===== config.mk =====
export PLATFORM = sky130hd
export DESIGN_NAME = boot_uart_ctrl_flat
export DESIGN_NICKNAME = d
export VERILOG_FILES = /design/src/rtl/boot_uart_pkg.sv /design/src/rtl/boot_uart_ctrl_if.sv /design/src/rtl/boot_uart_txser.sv /design/src/rtl/boot_uart_ctrl.sv /design/src/flat_wrapper.sv
export SDC_FILE = /design/constraint.sdc
export NUM_CORES = 1
export LEC_CHECK = 0
export CORE_MARGIN = 8
export CORE_UTILIZATION = 46
export CTS_CLUSTER_DIAMETER = 200
export DETAILED_ROUTE_END_ITERATION = 16
export PLACE_DENSITY = 0.7
export SETUP_SLACK_MARGIN = 0.5
export SYNTH_ARGS = -nofsm -noshare
export SYNTH_HDL_FRONTEND = slang
export SYNTH_SLANG_ARGS = --single-unit

===== constraint.sdc =====
create_clock -name clk -period 2.4 [get_ports clk]
set_input_delay 0.48 -clock clk [delete_from_list [all_inputs] [get_ports clk]]
set_output_delay 0.48 -clock clk [all_outputs]
set_load 0.1 [all_outputs]

===== src/rtl/boot_uart_pkg.sv =====
// Purpose : shared types and helpers for the UART boot loader (FSM states, header layout, word assembly).
// Latency : n/a (declarations only).
// Backpressure : n/a. With BOOT_UART_CSUM_EN defined, the FSM gains the ACK state.
package boot_uart_pkg;

  // Header word layout: [31] write/read, [30:16] start address, [15:0] word count.
  localparam int HDR_WR_BIT   = 31;
  localparam int HDR_ADDR_MSB = 30;
  localparam int HDR_ADDR_LSB = 16;
  localparam int HDR_CNT_MSB  = 15;
  localparam int HDR_CNT_LSB  = 0;

  typedef enum logic [2:0] {
    ST_HDR,
    ST_WR_DATA,
    ST_RD_REQ,
    ST_RD_WAIT,
    ST_RD_SEND
`ifdef BOOT_UART_CSUM_EN
    ,ST_ACK
`endif
  } state_t;

  // lo_bytes holds the first three bytes with the oldest byte in [7:0].
  function automatic logic [31:0] assemble_word(input logic [23:0] lo_bytes,
                                                input logic [7:0]  last_byte);
    return {last_byte, lo_bytes};
  endfunction

endpackage


===== src/rtl/boot_uart_ctrl_if.sv =====
// Purpose : bundles the UART byte streams, memory-target bus and status lines of boot_uart_ctrl.
// Latency : n/a (wires only).
// Backpressure : tx side is valid/ready; rx side is a strobe with no backpressure.
// Ports   : master = controller side, slave = UART/memory/CPU environment side.
interface boot_uart_ctrl_if #(
  parameter int N_TARGETS = 2,
  parameter int AW        = 10
);
  logic [7:0]              rx_data;
  logic                    rx_valid;
  logic [7:0]              tx_data;
  logic                    tx_valid;
  logic                    tx_ready;
  logic [N_TARGETS-1:0]    mem_en;
  logic                    mem_we;
  logic [AW-1:0]           mem_addr;
  logic [31:0]             mem_wdata;
  logic [N_TARGETS*32-1:0] mem_rdata;
  logic                    busy;
  logic                    done;

  modport master (
    input  rx_data, rx_valid, tx_ready, mem_rdata,
    output tx_data, tx_valid, mem_en, mem_we, mem_addr, mem_wdata, busy, done
  );

  modport slave (
    output rx_data, rx_valid, tx_ready, mem_rdata,
    input  tx_data, tx_valid, mem_en, mem_we, mem_addr, mem_wdata, busy, done
  );
endinterface


===== src/rtl/boot_uart_txser.sv =====
// Purpose : serialises one 32-bit word into 4 bytes, LSB first.
// Latency : first byte valid the cycle after start; each byte held until tx_ready.
// Backpressure : tx_valid/tx_data stay stable while tx_ready is low; last pulses on the 4th handshake.
// Ports   : clk, rst_n, start/word (load), tx_data/tx_valid/tx_ready (byte stream), last (final byte accepted).
module boot_uart_txser (
  input  logic        clk,
  input  logic        rst_n,
  input  logic        start,
  input  logic [31:0] word,
  output logic [7:0]  tx_data,
  output logic        tx_valid,
  input  logic        tx_ready,
  output logic        last
);

  logic [23:0] rest;
  logic [1:0]  idx;

  always_ff @(posedge clk) begin
    if (!rst_n) begin
      tx_data  <= 8'h00;
      tx_valid <= 1'b0;
      rest     <= 24'h0;
      idx      <= 2'd0;
    end else if (start) begin
      tx_data  <= word[7:0];
      rest     <= word[31:8];
      tx_valid <= 1'b1;
      idx      <= 2'd0;
    end else if (tx_valid && tx_ready) begin
      if (idx == 2'd3) begin
        tx_valid <= 1'b0;
      end else begin
        tx_data <= rest[7:0];
        rest    <= {8'h00, rest[23:8]};
        idx     <= idx + 2'd1;
      end
    end
  end

  assign last = tx_valid && tx_ready && (idx == 2'd3);

endmodule


===== src/rtl/boot_uart_ctrl.sv =====
// Purpose : UART boot loader; parses a header word, then writes N words to / reads N words from a memory target.
// Latency : mem strobe the cycle after the 4th byte; read data leaves via boot_uart_txser 3 cycles after mem_en.
// Backpressure : rx is never stalled (ignored outside HDR/WR_DATA); tx bytes held until tx_ready.
// Ports   : clk, rst_n (sync, active-low), bus (boot_uart_ctrl_if.master).
// Config  : BOOT_UART_CSUM_EN adds the ACK state that returns the XOR of all written words.
module boot_uart_ctrl
  import boot_uart_pkg::*;
#(
  parameter int N_TARGETS   = 2,
  parameter int AW          = 10,
  parameter int TIMEOUT_CYC = 500000
) (
  input  logic             clk,
  input  logic             rst_n,
  boot_uart_ctrl_if.master bus
);

  localparam int TW  = (N_TARGETS > 1) ? $clog2(N_TARGETS) : 1;
  localparam int TMW = $clog2(TIMEOUT_CYC + 1);
  localparam logic [TMW-1:0] TMO_LAST = TMW'(TIMEOUT_CYC - 1);

  state_t               state;
  logic [1:0]           byte_cnt;
  logic [23:0]          lo_bytes;
  logic [TMW-1:0]       tmo;
  logic [AW-1:0]        addr;
  logic [TW-1:0]        tgt;
  logic                 tgt_ok;
  logic [15:0]          cnt;
  logic                 done_pend;
  logic                 rd_ph;
  logic                 tx_start;
  logic [31:0]          tx_word;
  logic                 tx_last;
  logic [N_TARGETS-1:0] mem_en;
  logic                 mem_we;
  logic [AW-1:0]        mem_addr;
  logic [31:0]          mem_wdata;
  logic                 done;
`ifdef BOOT_UART_CSUM_EN
  logic [31:0]          csum;
`endif

  logic [31:0]          cur_word;
  logic [TW-1:0]        hdr_tgt;
  logic                 hdr_ok;
  logic [N_TARGETS-1:0] tgt_onehot;
  logic [31:0]          rd_word;
  logic                 unused_hdr_bits;

  assign cur_word = assemble_word(lo_bytes, bus.rx_data);

  // Only address bits above the word address select the target; higher bits are don't-care.
  if (N_TARGETS > 1) begin : g_multi
    assign hdr_tgt = cur_word[HDR_ADDR_LSB + AW +: TW];
  end else begin : g_single
    assign hdr_tgt = '0;
  end
  assign unused_hdr_bits = ^cur_word[HDR_ADDR_MSB:HDR_ADDR_LSB];

  assign hdr_ok     = 32'(hdr_tgt) < N_TARGETS;
  assign tgt_onehot = tgt_ok ? (N_TARGETS'(1) << tgt) : '0;
  // Non-existent targets read back as zero.
  assign rd_word    = tgt_ok ? bus.mem_rdata[32*tgt +: 32] : 32'h0;

  always_ff @(posedge clk) begin
    if (!rst_n) begin
      state     <= ST_HDR;
      byte_cnt  <= 2'd0;
      lo_bytes  <= 24'h0;
      tmo       <= '0;
      addr      <= '0;
      tgt       <= '0;
      tgt_ok    <= 1'b0;
      cnt       <= 16'h0;
      done_pend <= 1'b0;
      rd_ph     <= 1'b0;
      tx_start  <= 1'b0;
      tx_word   <= 32'h0;
      mem_en    <= '0;
      mem_we    <= 1'b0;
      mem_addr  <= '0;
      mem_wdata <= 32'h0;
      done      <= 1'b0;
`ifdef BOOT_UART_CSUM_EN
      csum      <= 32'h0;
`endif
    end else begin
      mem_en    <= '0;
      mem_we    <= 1'b0;
      tx_start  <= 1'b0;
      done      <= done_pend;
      done_pend <= 1'b0;
      case (state)
        ST_HDR: begin
          if (bus.rx_valid) begin
            tmo <= '0;
            if (byte_cnt != 2'd3) begin
              lo_bytes <= {bus.rx_data, lo_bytes[23:8]};
              byte_cnt <= byte_cnt + 2'd1;
            end else begin
              byte_cnt <= 2'd0;
              addr     <= cur_word[HDR_ADDR_LSB +: AW];
              tgt      <= hdr_tgt;
              tgt_ok   <= hdr_ok;
              cnt      <= cur_word[HDR_CNT_MSB:HDR_CNT_LSB];
`ifdef BOOT_UART_CSUM_EN
              csum     <= 32'h0;
`endif
              if (cur_word[HDR_CNT_MSB:HDR_CNT_LSB] == 16'h0) begin
                done <= 1'b1;
              end else if (cur_word[HDR_WR_BIT]) begin
                state <= ST_WR_DATA;
              end else begin
                state <= ST_RD_REQ;
              end
            end
          end else if (byte_cnt != 2'd0) begin
            // Stale partial header: drop it silently.
            if (tmo == TMO_LAST) begin
              byte_cnt <= 2'd0;
              tmo      <= '0;
            end else begin
              tmo <= tmo + 1'b1;
            end
          end
        end

        ST_WR_DATA: begin
          if (bus.rx_valid) begin
            tmo <= '0;
            if (byte_cnt != 2'd3) begin
              lo_bytes <= {bus.rx_data, lo_bytes[23:8]};
              byte_cnt <= byte_cnt + 2'd1;
            end else begin
              byte_cnt  <= 2'd0;
              mem_en    <= tgt_onehot;
              mem_we    <= 1'b1;
              mem_addr  <= addr;
              mem_wdata <= cur_word;
              addr      <= addr + 1'b1;
              cnt       <= cnt - 16'd1;
`ifdef BOOT_UART_CSUM_EN
              csum      <= csum ^ cur_word;
`endif
              if (cnt == 16'd1) begin
`ifdef BOOT_UART_CSUM_EN
                state    <= ST_ACK;
                tx_word  <= csum ^ cur_word;
                tx_start <= 1'b1;
`else
                state     <= ST_HDR;
                done_pend <= 1'b1;
`endif
              end
            end
          end else if (tmo == TMO_LAST) begin
            // Host went quiet mid-write: abandon the transfer without done.
            state    <= ST_HDR;
            byte_cnt <= 2'd0;
            tmo      <= '0;
          end else begin
            tmo <= tmo + 1'b1;
          end
        end

        ST_RD_REQ: begin
          mem_en   <= tgt_onehot;
          mem_addr <= addr;
          addr     <= addr + 1'b1;
          rd_ph    <= 1'b0;
          state    <= ST_RD_WAIT;
        end

        // mem_en is visible during the first RD_WAIT cycle; rdata is valid in the second.
        ST_RD_WAIT: begin
          if (!rd_ph) begin
            rd_ph <= 1'b1;
          end else begin
            rd_ph    <= 1'b0;
            tx_word  <= rd_word;
            tx_start <= 1'b1;
            state    <= ST_RD_SEND;
          end
        end

        ST_RD_SEND: begin
          if (tx_last) begin
            cnt <= cnt - 16'd1;
            if (cnt == 16'd1) begin
              done  <= 1'b1;
              state <= ST_HDR;
            end else begin
              state <= ST_RD_REQ;
            end
          end
        end

`ifdef BOOT_UART_CSUM_EN
        ST_ACK: begin
          if (tx_last) begin
            done  <= 1'b1;
            state <= ST_HDR;
          end
        end
`endif

        default: state <= ST_HDR;
      endcase
    end
  end

  boot_uart_txser u_txser (
    .clk      (clk),
    .rst_n    (rst_n),
    .start    (tx_start),
    .word     (tx_word),
    .tx_data  (bus.tx_data),
    .tx_valid (bus.tx_valid),
    .tx_ready (bus.tx_ready),
    .last     (tx_last)
  );

  assign bus.mem_en    = mem_en;
  assign bus.mem_we    = mem_we;
  assign bus.mem_addr  = mem_addr;
  assign bus.mem_wdata = mem_wdata;
  assign bus.done      = done;
  assign bus.busy      = (state != ST_HDR) || (byte_cnt != 2'd0) || done_pend;

endmodule


===== src/flat_wrapper.sv =====
// flat-port wrapper written by rule: the top's interface ports become plain ports
module boot_uart_ctrl_flat import boot_uart_pkg::*;
#(
  parameter int N_TARGETS   = 2,
  parameter int AW          = 10,
  parameter int TIMEOUT_CYC = 500000
)
  (clk, rst_n, bus_rx_data, bus_rx_valid, bus_tx_ready, bus_mem_rdata, bus_tx_data, bus_tx_valid, bus_mem_en, bus_mem_we, bus_mem_addr, bus_mem_wdata, bus_busy, bus_done);
  boot_uart_ctrl_if #(.N_TARGETS(N_TARGETS), .AW(AW)) bus_i ();
  input  logic clk;
  input  logic rst_n;
  input wire logic [$bits(bus_i.rx_data)-1:0] bus_rx_data;
  input wire logic [$bits(bus_i.rx_valid)-1:0] bus_rx_valid;
  input wire logic [$bits(bus_i.tx_ready)-1:0] bus_tx_ready;
  input wire logic [$bits(bus_i.mem_rdata)-1:0] bus_mem_rdata;
  output wire logic [$bits(bus_i.tx_data)-1:0] bus_tx_data;
  output wire logic [$bits(bus_i.tx_valid)-1:0] bus_tx_valid;
  output wire logic [$bits(bus_i.mem_en)-1:0] bus_mem_en;
  output wire logic [$bits(bus_i.mem_we)-1:0] bus_mem_we;
  output wire logic [$bits(bus_i.mem_addr)-1:0] bus_mem_addr;
  output wire logic [$bits(bus_i.mem_wdata)-1:0] bus_mem_wdata;
  output wire logic [$bits(bus_i.busy)-1:0] bus_busy;
  output wire logic [$bits(bus_i.done)-1:0] bus_done;
  assign bus_i.rx_data = bus_rx_data;
  assign bus_i.rx_valid = bus_rx_valid;
  assign bus_i.tx_ready = bus_tx_ready;
  assign bus_i.mem_rdata = bus_mem_rdata;
  assign bus_tx_data = bus_i.tx_data;
  assign bus_tx_valid = bus_i.tx_valid;
  assign bus_mem_en = bus_i.mem_en;
  assign bus_mem_we = bus_i.mem_we;
  assign bus_mem_addr = bus_i.mem_addr;
  assign bus_mem_wdata = bus_i.mem_wdata;
  assign bus_busy = bus_i.busy;
  assign bus_done = bus_i.done;
  boot_uart_ctrl #(.N_TARGETS(N_TARGETS), .AW(AW), .TIMEOUT_CYC(TIMEOUT_CYC)) u_core (.clk(clk), .rst_n(rst_n), .bus(bus_i));
endmodule

==> run summary <==
The worst path uses 91.72% of the clock period. Most frequent standard cell in the layout excluding fill and tap cells: nand2_1. STA classifies the critical path endpoint as an output pin.

The leakage power is 4.170 nW, and the core region area is 0.01858 mm². Traced cell by cell, the critical path runs through buf_4, or4_4, buf_12. Once detail routing completed, the nets flagged for antenna violations numbered 0. The beginning of the worst hold path is u_core.tx_word[26]. Counting along the longest clock path gives a buffer depth of 2. The routed design could run at a clock period as short as 2.201 ns. The run gives 17 as the number of buffers added by the clock tree synthesis step.

The count of buffers from port buffering came out at 131. The tools report the share of the yosys chip area belonging to registers as 44.44%. For this run, the total global-route usage over all layers was measured as 19.30%. In the layout the commonest cells are 198 x nand2_1, 182 x dfxtp_1, 156 x a21oi_1. The Yosys step of the flow raised 0 warnings. The slew at the pin closest to its max-slew limit works out to 0.4906 ns. The run finished with clean final reports. In this run the power density over the cells is 605.3 mW/mm². The run gives 0 as the number of setup violations in the final report.

The row count was 50; the total number of H-tree levels was 4. The run gives 0.01016 mm² as the area of placed instances. In the synthesized netlist the async set-or-reset flop fraction comes to 0%. Tracing the worst setup path back leads to its startpoint at u_core.state[2]. The logs give 0.01095 mm² for the final non-filler cell area and 0 for the hold violation total from the final report. Derived from the worst setup path, the maximum achievable clock frequency is 454.3 MHz.

Grouping stages by cell kind, the critical path spends the most delay in simple AND/OR/NAND/NOR gates. For the max-slew violation count, the log shows 0. The slowest stage of the critical path belongs to the cell or4_4. The tools report the category of the worst setup path launch point as a flop. The die is 153.1 µm wide. For the post-route clock skew, the log shows 0.01040 ns. Path class of the lowest-slack min-delay path: reg2reg. Summed over all failing endpoints, the final setup total negative slack is 0 ns.

The total of flip-flops plus latches after synthesis is 192. Mean routed wirelength per cell: 15.97 µm. In this design, the stage delay of the slowest critical-path cell is 0.56 ns. The area growth from synthesis to final layout was 26.60%; the starting density of the core was 46.55%. The congestion estimate from routability-driven global placement came to 0.8984.

The library cell used as clock root buffer was clkbuf_16. TritonCTS built the clock tree. Setup repair after global routing could not meet its margin everywhere. Summing over every cut layer, the via total after detailed routing is 7872. The critical path is of the reg2out type. The die is 153.1 µm tall. In this run the tightest slew margin relative to its limit is 67.30%. The mean instance size in the synthesized netlist works out to 8.129 µm². The number of standard cells after synthesis came out at 1064.

The largest net degree at the start of global routing was 54. The predominant post-synthesis flop cell was dfxtp_1. For the number of global-route vias before repair, the log shows 7658.

The total overflow left after global routing is 0. The area of the die came out at 0.02345 mm². For the iteration count of the initial detailed-routing pass, the log shows 5. For this design, the sink count on the clock tree is 192. The data required time of the worst path is 1.92 ns, and the share of final-layout standard cells stronger than drive strength 1 is 18.02%. Max-cap violations in this run came to 0. Along the worst path, the maximum fanout reaches 9.

After detailed routing, the number of vias per cell comes to 5.509. Counting flops with a built-in enable in the synthesized netlist gives 0. The run gives 132 as the number of placed I/O pins.

At the end of the flow, the number of nets in the layout was 1263. The logs give 0.008650 mm² for the synthesized cell area and 38120 µm for the wire length of the first global-routing pass. The logs give 69 for the distinct cell type count after synthesis and 1429 for the non-filler instance count after layout.

The cts-stage hold buffer count is 0, and the critical path buffer and inverter count is 2. The routed wire length is 22830 µm, and the worst ir drop on vdd is 0.0005737 V. The total instance count after detailed placement is 1389.

After synthesis, the cell types taking the most area are dfxtp_1 44%, a21oi_1 9.0%, nand2_1 8.6%. Data arrives at the worst endpoint at 1.72 ns. The detailed router's first-iteration violation count was 595; the core utilization of the finished layout was 58.94%. The run gives 0.4555 ns as the worst hold slack across all endpoints. The run gives 1 as the initial antenna violation count. Summed over its instances, the top area cell type makes up 44.44% of the synthesized netlist area.

After legalization and detailed placement, the total HPWL measured 15490 µm. The later-pin clock latency in the skew report is 0.43 ns, and the clock-pin slew on the worst setup and hold paths is 0.07 ns. The biggest area contributor in the post-synthesis netlist is dfxtp_1. The number of DRC violations after detailed routing is 0. The beginning of the worst register-to-register path is u_core.tmo[11].

The post-synth net total is 1147.
## layout make-up
type	instances	area [µm²]
multi-input combinational	788	4516
antenna	2	5.005
tap	234	292.8
inverter	10	40.04
fill	1726	7630
clock inverter	13	173.9
timing repair buffer	171	1617
clock buffer	19	442.9
sequential	192	3864
## metrics by stage
step	total power [mW]	setup slack, ns
finish	6.628	0.1987
global route	6.856	0.1549
detailed placement	3.765	0.1083
CTS	6.665	0.1742
global placement	3.762	0.1191
floorplan	3.543	0.4749
## final timing paths
path / endpoint / cells past startpoint / slack (ns)
hold / removal: u_core.tx_word[26] / 2 / 0.46
setup / recovery: bus_busy / 3 / 0.20
hold reg to reg: u_core.tx_word[26] / 2 / 0.46
setup reg to reg: u_core.tmo[5] / 7 / 0.52
## cell families (layout without fill, tap and decap cells)
| group | count (synthesis) | in the layout | synth area share, % |
|---|---|---|---|
| DFF | 192 | 192 | 44.44 |
| buffers and inverters | 84 | 213 | 4.282 |
| and+or+nand+nor | 465 | 465 | 25.00 |
| AOI/OAI and AO/OA | 233 | 233 | 15.38 |
| muxes | 70 | 70 | 8.578 |
| adders and majority gates | 7 | 7 | 1.013 |
| other | 0 | 2 | 0 |
| xor gates and xnor gates | 13 | 13 | 1.316 |
## worst register-to-register path, delay by kind of cell (launching register included)
family	cells	cell delay, ns
flip-flops	1	0.35
AND/OR/NAND/NOR	4	0.99
AO/OA/AOI/OAI	1	0.07
buffers and inverters	2	0.37
## registers in the layout, summed over array words and instances, names as in the netlist, 3 cells and up
register / cells
u_core.state: 3
u_core.cnt: 16
u_core.bus.mem_wdata: 32
u_core.u_txser.rest: 24
u_core.tmo: 19
u_core.addr: 10
u_core.lo_bytes: 24
u_core.tx_word: 32
u_core.bus.mem_addr: 10
u_core.u_txser.tx_data: 8
## per-layer routing
layer,wire (µm),global-route usage [%]
met1,10780,25.16
met3,1234,4.624
met2,10460,30.54
met5,0,0
met4,357,6.975
## where the power goes
| part | switching (mW) | total, mW | internal [mW] |
|---|---|---|---|
| Combinational | 0.231 | 0.475 | 0.244 |
| Sequential | 0.0365 | 3.24 | 3.21 |
| Clock | 1.30 | 2.91 | 1.61 |
## synth_stat cells (7+ instances only)
cell	n
nand2_1	198
buf_2	16
inv_1	10
o21ai_0	24
dfxtp_1	192
nor2_2	12
a21oi_1	156
nor4_1	13
mux2_2	33
clkbuf_1	51
a31oi_1	7
nor2_1	113
nand4_1	8
xor2_1	10
nand3_1	56
mux2i_1	37
nor3_1	12
ha_1	7
## timing repair
item,4_1_cts,5_1_grt
gates resized for setup,5,23
setup buffers,1,4
cloned,0,1
pin swaps,2,10
endpoints found under the setup margin,19,63
Note: power is estimated with default switching activity, not from simulation.
